`src/rtl/sync_fifo.sv`:
```
// sync_fifo: single-clock FIFO with valid/ready handshakes on both sides.
//
// Storage is an inferred RAM with a synchronous read port, followed by a
// registered output stage. Total capacity is DEPTH+1 words: DEPTH RAM
// entries plus the output register.
//
// Optional feature macro: SYNC_FIFO_FLUSH_EN
//   When defined, adds the flush input. flush clears the FIFO state
//   synchronously, like reset. flush is overridden by reset and takes
//   priority over any transfer at the same edge.
//
// Ports:
//   clock            system clock, rising edge
//   reset            synchronous, active-low reset
//   flush            synchronous clear (only with SYNC_FIFO_FLUSH_EN)
//   in_valid         producer presents in_data
//   in_ready         FIFO accepts a word this cycle (registered state only)
//   in_data          write data
//   in_almost_full   level >= ALMOST_FULL_LEVEL (registered)
//   out_valid        out_data holds a valid word
//   out_ready        consumer takes out_data this cycle
//   out_data         registered read data
//   out_almost_empty level <= ALMOST_EMPTY_LEVEL (registered)
//   level            words held: RAM entries plus output register
module sync_fifo #(
  parameter int WIDTH              = 8,
  parameter int DEPTH              = 512,
  parameter int ALMOST_FULL_LEVEL  = DEPTH,
  parameter int ALMOST_EMPTY_LEVEL = 1
) (
  input  logic                       clock,
  input  logic                       reset,
`ifdef SYNC_FIFO_FLUSH_EN
  input  logic                       flush,
`endif
  input  logic                       in_valid,
  output logic                       in_ready,
  input  logic [WIDTH-1:0]           in_data,
  output logic                       in_almost_full,
  output logic                       out_valid,
  input  logic                       out_ready,
  output logic [WIDTH-1:0]           out_data,
  output logic                       out_almost_empty,
  output logic [$clog2(DEPTH+2)-1:0] level
);

  localparam int AW = $clog2(DEPTH);
  localparam int LW = $clog2(DEPTH+2);

  localparam logic [LW-1:0] DEPTH_L = LW'(DEPTH);
  localparam logic [LW-1:0] AF_L    = LW'(ALMOST_FULL_LEVEL);
  localparam logic [LW-1:0] AE_L    = LW'(ALMOST_EMPTY_LEVEL);

  logic [WIDTH-1:0] mem [DEPTH];

  logic [AW-1:0]    wr_ptr_q, wr_ptr_d;
  logic [AW-1:0]    rd_ptr_q, rd_ptr_d;
  logic [LW-1:0]    ram_count_q, ram_count_d;
  logic [LW-1:0]    level_d;
  logic             out_valid_q, out_valid_d;
  logic             almost_full_q, almost_full_d;
  logic             almost_empty_q, almost_empty_d;
  logic [WIDTH-1:0] out_data_q;

  logic clear;
  logic wr_fire;
  logic rd_fire;
  logic load;

`ifdef SYNC_FIFO_FLUSH_EN
  assign clear = flush;
`else
  assign clear = 1'b0;
`endif

  // in_ready depends only on registered state, so there is no
  // combinational path from out_ready to in_ready.
  assign in_ready = (ram_count_q != DEPTH_L);

  // A flush discards any transfer at the same edge.
  assign wr_fire = in_valid && in_ready && !clear;
  assign rd_fire = out_valid_q && out_ready;

  // Refill the output register when it is empty or being drained, as long
  // as the RAM holds something. A word written this edge is not bypassed.
  assign load = (ram_count_q != '0) && (!out_valid_q || rd_fire) && !clear;

  always_comb begin
    wr_ptr_d    = wr_ptr_q;
    rd_ptr_d    = rd_ptr_q;
    ram_count_d = ram_count_q;
    out_valid_d = out_valid_q;

    if (clear) begin
      wr_ptr_d    = '0;
      rd_ptr_d    = '0;
      ram_count_d = '0;
      out_valid_d = 1'b0;
    end else begin
      if (wr_fire) begin
        wr_ptr_d = wr_ptr_q + AW'(1);
      end
      if (load) begin
        rd_ptr_d = rd_ptr_q + AW'(1);
      end
      case ({wr_fire, load})
        2'b10:   ram_count_d = ram_count_q + LW'(1);
        2'b01:   ram_count_d = ram_count_q - LW'(1);
        default: ram_count_d = ram_count_q;
      endcase
      if (load) begin
        out_valid_d = 1'b1;
      end else if (rd_fire) begin
        out_valid_d = 1'b0;
      end
    end

    // Flags come from the next-state level so they line up with level.
    level_d        = ram_count_d + {{(LW-1){1'b0}}, out_valid_d};
    almost_full_d  = (level_d >= AF_L);
    almost_empty_d = (level_d <= AE_L);
  end

  always_ff @(posedge clock) begin
    if (!reset) begin
      wr_ptr_q       <= '0;
      rd_ptr_q       <= '0;
      ram_count_q    <= '0;
      out_valid_q    <= 1'b0;
      almost_full_q  <= 1'b0;
      almost_empty_q <= 1'b1;
    end else begin
      wr_ptr_q       <= wr_ptr_d;
      rd_ptr_q       <= rd_ptr_d;
      ram_count_q    <= ram_count_d;
      out_valid_q    <= out_valid_d;
      almost_full_q  <= almost_full_d;
      almost_empty_q <= almost_empty_d;
    end
  end

  // RAM write port. Contents are never cleared.
  always_ff @(posedge clock) begin
    if (wr_fire) begin
      mem[wr_ptr_q] <= in_data;
    end
  end

  // Synchronous RAM read straight into the output register. A load never
  // targets the entry being written: when the pointers are equal the RAM is
  // either empty (no load) or full (no write).
  always_ff @(posedge clock) begin
    if (load) begin
      out_data_q <= mem[rd_ptr_q];
    end
  end

  assign out_valid        = out_valid_q;
  assign out_data         = out_data_q;
  assign in_almost_full   = almost_full_q;
  assign out_almost_empty = almost_empty_q;
  assign level            = ram_count_q + {{(LW-1){1'b0}}, out_valid_q};

endmodule

```
`config.mk`:
```
export PLATFORM = sky130hd
export DESIGN_NAME = sync_fifo
export DESIGN_NICKNAME = d
export VERILOG_FILES = /design/src/rtl/sync_fifo.sv
export SDC_FILE = /design/constraint.sdc
export NUM_CORES = 2
export LEC_CHECK = 0
export CAP_MARGIN = 20
export CORE_MARGIN = 2
export CORE_UTILIZATION = 40
export DETAILED_ROUTE_END_ITERATION = 12
export HOLD_SLACK_MARGIN = 0.03
export PLACE_DENSITY_LB_ADDON = 0.3
export REMOVE_ABC_BUFFERS = 1
export SYNTH_ARGS = -nofsm -noshare
export SYNTH_HDL_FRONTEND = slang
export SYNTH_SLANG_ARGS = --single-unit
```
`constraint.sdc`:
```
create_clock -name clock -period 6.2 [get_ports clock]
set_clock_uncertainty 0.05 [all_clocks]
set_input_delay 0.93 -clock clock [delete_from_list [all_inputs] [get_ports clock]]
set_output_delay 0.93 -clock clock [all_outputs]
set_load 0.01 [all_outputs]
```
==> metrics.txt <==
status=complete, no violations; area delta synth->final=12.9%; leading area contributor after synthesis=edfxtp_1; critical path start-end classification=flop to flop; DRC viols=0; I/O pin count=34; asr flop ratio synth=0%; crit-path max FO=15; deepest clock path buffer count=4; Crit path max-delay family=compound AO/OA/AOI/OAI gates; largest family of logic cells by synthesized area=multiplexers; initial antenna violation count=19; Worst Setup Start Kind=flop; die area=409,000 um2; port bufs=33; first-pass iteration count of the detailed router=6; gr usage total=21.5%; Slew headroom=10.3%; Area contributors post-synth=edfxtp_1, mux4_2, mux2i_1, nor2_1, buf_2; WP depth=14; CP bufs+invs=1; share of cells above drive strength 1=22.8%; clk sinks=4,135; die height=640 um; Max IR drop VDD=0.259 mV; Cells after Synth=7,769; area occupied by multi-input gates=35,400 um2; crit end category=flop; Req. time, crit path=7.03 ns; P_int=51.5 mW; Clk pwr share=36.0%; critical-path cell list=nor4_1 > nand4_1 > and2_1 > inv_1 > ha_1 > ha_1 > a211oi_1 > o21ai_0 > a2111oi_0 > or3_1 > nand4_1 > nor2_1 > a41oi_1 > a22oi_1; Final Max Slew Viols=0; post-CTS sizing=0; hold-fix buffers at CTS=0; Worst setup startpoint=ram_count_q[8]; Clock H-tree levels=5; CP arrival=5.75 ns; min Tclk post-route=4.92 ns; largest net degree at the start of global routing=191; root buffer cell=clkbuf_16; final worst-path cycle share=79.4%; final std cells w/o fill=13,719; Synth Warn #=0; Seq cells post-synth=4,135; post-synthesis compound-gate area fraction=2.78%; Power Density=385 nW/um2; Post-Synth Adder-Cell Area=0.152%; antenna viol nets, final=0; Seq/Total Area, Yosys=76.6%; GPL Wtd Cong=0.849; Worst Max-Slew Pin Slew=1.35 ns; Reg area=124,000 um2; fill count=33,339; maximum clock frequency=203 MHz; final setup vio count=0; sw frac=26.7%; number of global-route vias before repair=81,586; Initial Utilization=40.2%; reg2reg end=out_almost_empty; Hold WS=0.299 ns; area of the core=403,000 um2; drt wl/cell=32.5 um; total number of vias=81,474; grt total ovfl=0; endpoints failing hold=0; most instantiated cells after synthesis=edfxtp_1, mux4_2, nor2_1, mux2i_1, nand2_1; syn avg cell area=20.8 um2; Clock Pin Slew Worst Setup and Hold Paths=0.06 ns; Synth Flop Type=edfxtp_1; Worst setup endpoint=out_almost_empty; CTS tree=built; WL final=446,000 um; first-pass GRT wire length=630,000 um; Synth Area in Simple Gates=2.77%; TritonCTS buffer count=402; post-synthesis mux area share=15.9%; R2R setup slack=1.28 ns; Iter 0 DRT Violations=10,199; max cap viols=0; Vias per Instance=5.94; Die W=640 um; synthesized cell area=162,000 um2; Placed Area=169,000 um2; Reg2Reg Depth=14; Slowest-stage cell, CP=a2111oi_0; post-synth top area share=76.2%; Critical R2R Launch=ram_count_q[8]; Comb power frac=19.8%; latest clock arrival within the worst-skew pair=0.98 ns; detailed placement HPWL=267,000 um; Leak=55.1 nW; Seq pwr share=44.2%; setup bufs post-CTS=0; FP Rows=233; Placed Instances=12,965; unique cell type count in the Yosys netlist=82; most common cell in the netlist=edfxtp_1; fin nets=7,995; Synth Area in XOR/XNOR=0.125%; worst min path class=input pin to flop; cell area after layout=183,000 um2; Worst path max stage delay=0.92 ns; EDFF count, synth=4,104; RSZ-0062 raised after global routing=no; Switch Pwr=18.8 mW
-- placed cells by master, fill, tap and decap left out, drive strengths merged, types with 25 or more instances in the layout --
master / count
a211oi: 63
a21oi: 120
edfxtp: 4104
nand3: 40
o21ai: 109
mux2i: 392
inv: 31
nor3: 27
clkdlybuf4s50: 25
nor2b: 30
clkinv: 171
mux4: 942
mux2: 46
clkbuf: 472
o221ai: 44
nor2: 653
o22ai: 77
dfxtp: 31
nand2: 200
buf: 248
bufinv: 60
a221oi: 59
a22oi: 26
-- sequential cells by signal, summed over array words and instances (netlist names) --
name / flops
out_data: 8
out_almost_empty: 1
out_valid: 1
ram_count_q: 10
rd_ptr_q: 9
wr_ptr_q: 9
mem: 4096
in_almost_full: 1
-- cells by family after synthesis --
| logic type | after synthesis |
|---|---|
| buffers and inverters | 497 |
| AOI/OAI and AO/OA | 654 |
| muxes | 1380 |
| adders and majority gates | 19 |
| DFF | 4135 |
| xor gates and xnor gates | 23 |
| and+or+nand+nor | 1061 |
-- per-layer routing --
| layer | up-vias | track usage, % | wire length (um) |
|---|---|---|---|
| met1 | 43986 | 29.8 | 178000 |
| met3 | 706 | 3.76 | 38000 |
| met5 | - | 0 | 33 |
| met2 | 4061 | 34.4 | 214000 |
| met4 | 4 | 7.60 | 16800 |
| li1 | 32717 | - | - |
-- power groups by stage --
stage	combinational [mW]	clock (mW)	sequential [mW]
final	13.9	25.3	31.1
after detailed placement	13.9	0	31.7
after global routing	14.5	26.7	31.1
after global placement	13.8	0	31.7
after CTS	14.0	25.6	31.1
after floorplan	7.10	0	32.0
-- worst min-delay path by stage --
| stage | startpoint | end | slack [ns] | cells after the start |
|---|---|---|---|---|
| after floorplan | wr_ptr_q[1] | wr_ptr_q[1] | 0.44 | 2 |
| after global placement | wr_ptr_q[1] | wr_ptr_q[1] | 0.48 | 2 |
| after detailed placement | wr_ptr_q[1] | wr_ptr_q[1] | 0.52 | 2 |
| after CTS | in_data[1] | mem[469][1] | 0.24 | 1 |
| after global routing | in_data[1] | mem[478][1] | 0.27 | 1 |
| final | in_data[1] | mem[470][1] | 0.30 | 1 |
-- stage by stage --
stage | utilization [%] | total power [mW] | worst slack [ns] | TNS [ns]
2_1_floorplan | - | 39.1 | -48.27 | -704.34
3_3_place_gp | 42.0 | 45.5 | 0.841 | 0
3_5_place_dp | 42.0 | 45.6 | 0.996 | 0
6_report | 45.4 | 70.3 | 1.28 | 0
4_1_cts | 45.3 | 70.6 | 1.33 | 0
5_1_grt | 45.3 | 72.3 | 0.871 | 0
-- worst register-to-register path: cells and delay by family, from the launching register on --
family | cells | cell delay, ns
flip-flops | 1 | 0.37
adder cells (fa/ha/maj) | 2 | 0.91
buffers and inverters | 1 | 0.16
AND/OR/NAND/NOR | 6 | 1.48
AO/OA/AOI/OAI | 5 | 1.86
-- cell type report --
| class | count | area share, % |
|---|---|---|
| Multi-Input combinational cell | 3137 | 19.4 |
| Clock buffer | 472 | 5.70 |
| Timing Repair Buffer | 273 | 1.58 |
| Inverter | 15 | 0.0363 |
| Antenna cell | 12 | 0.0164 |
| Sequential cell | 4135 | 67.8 |
| Clock inverter | 270 | 1.75 |
| Tap cell | 5405 | 3.70 |
Power figures use the tool's default switching activity.
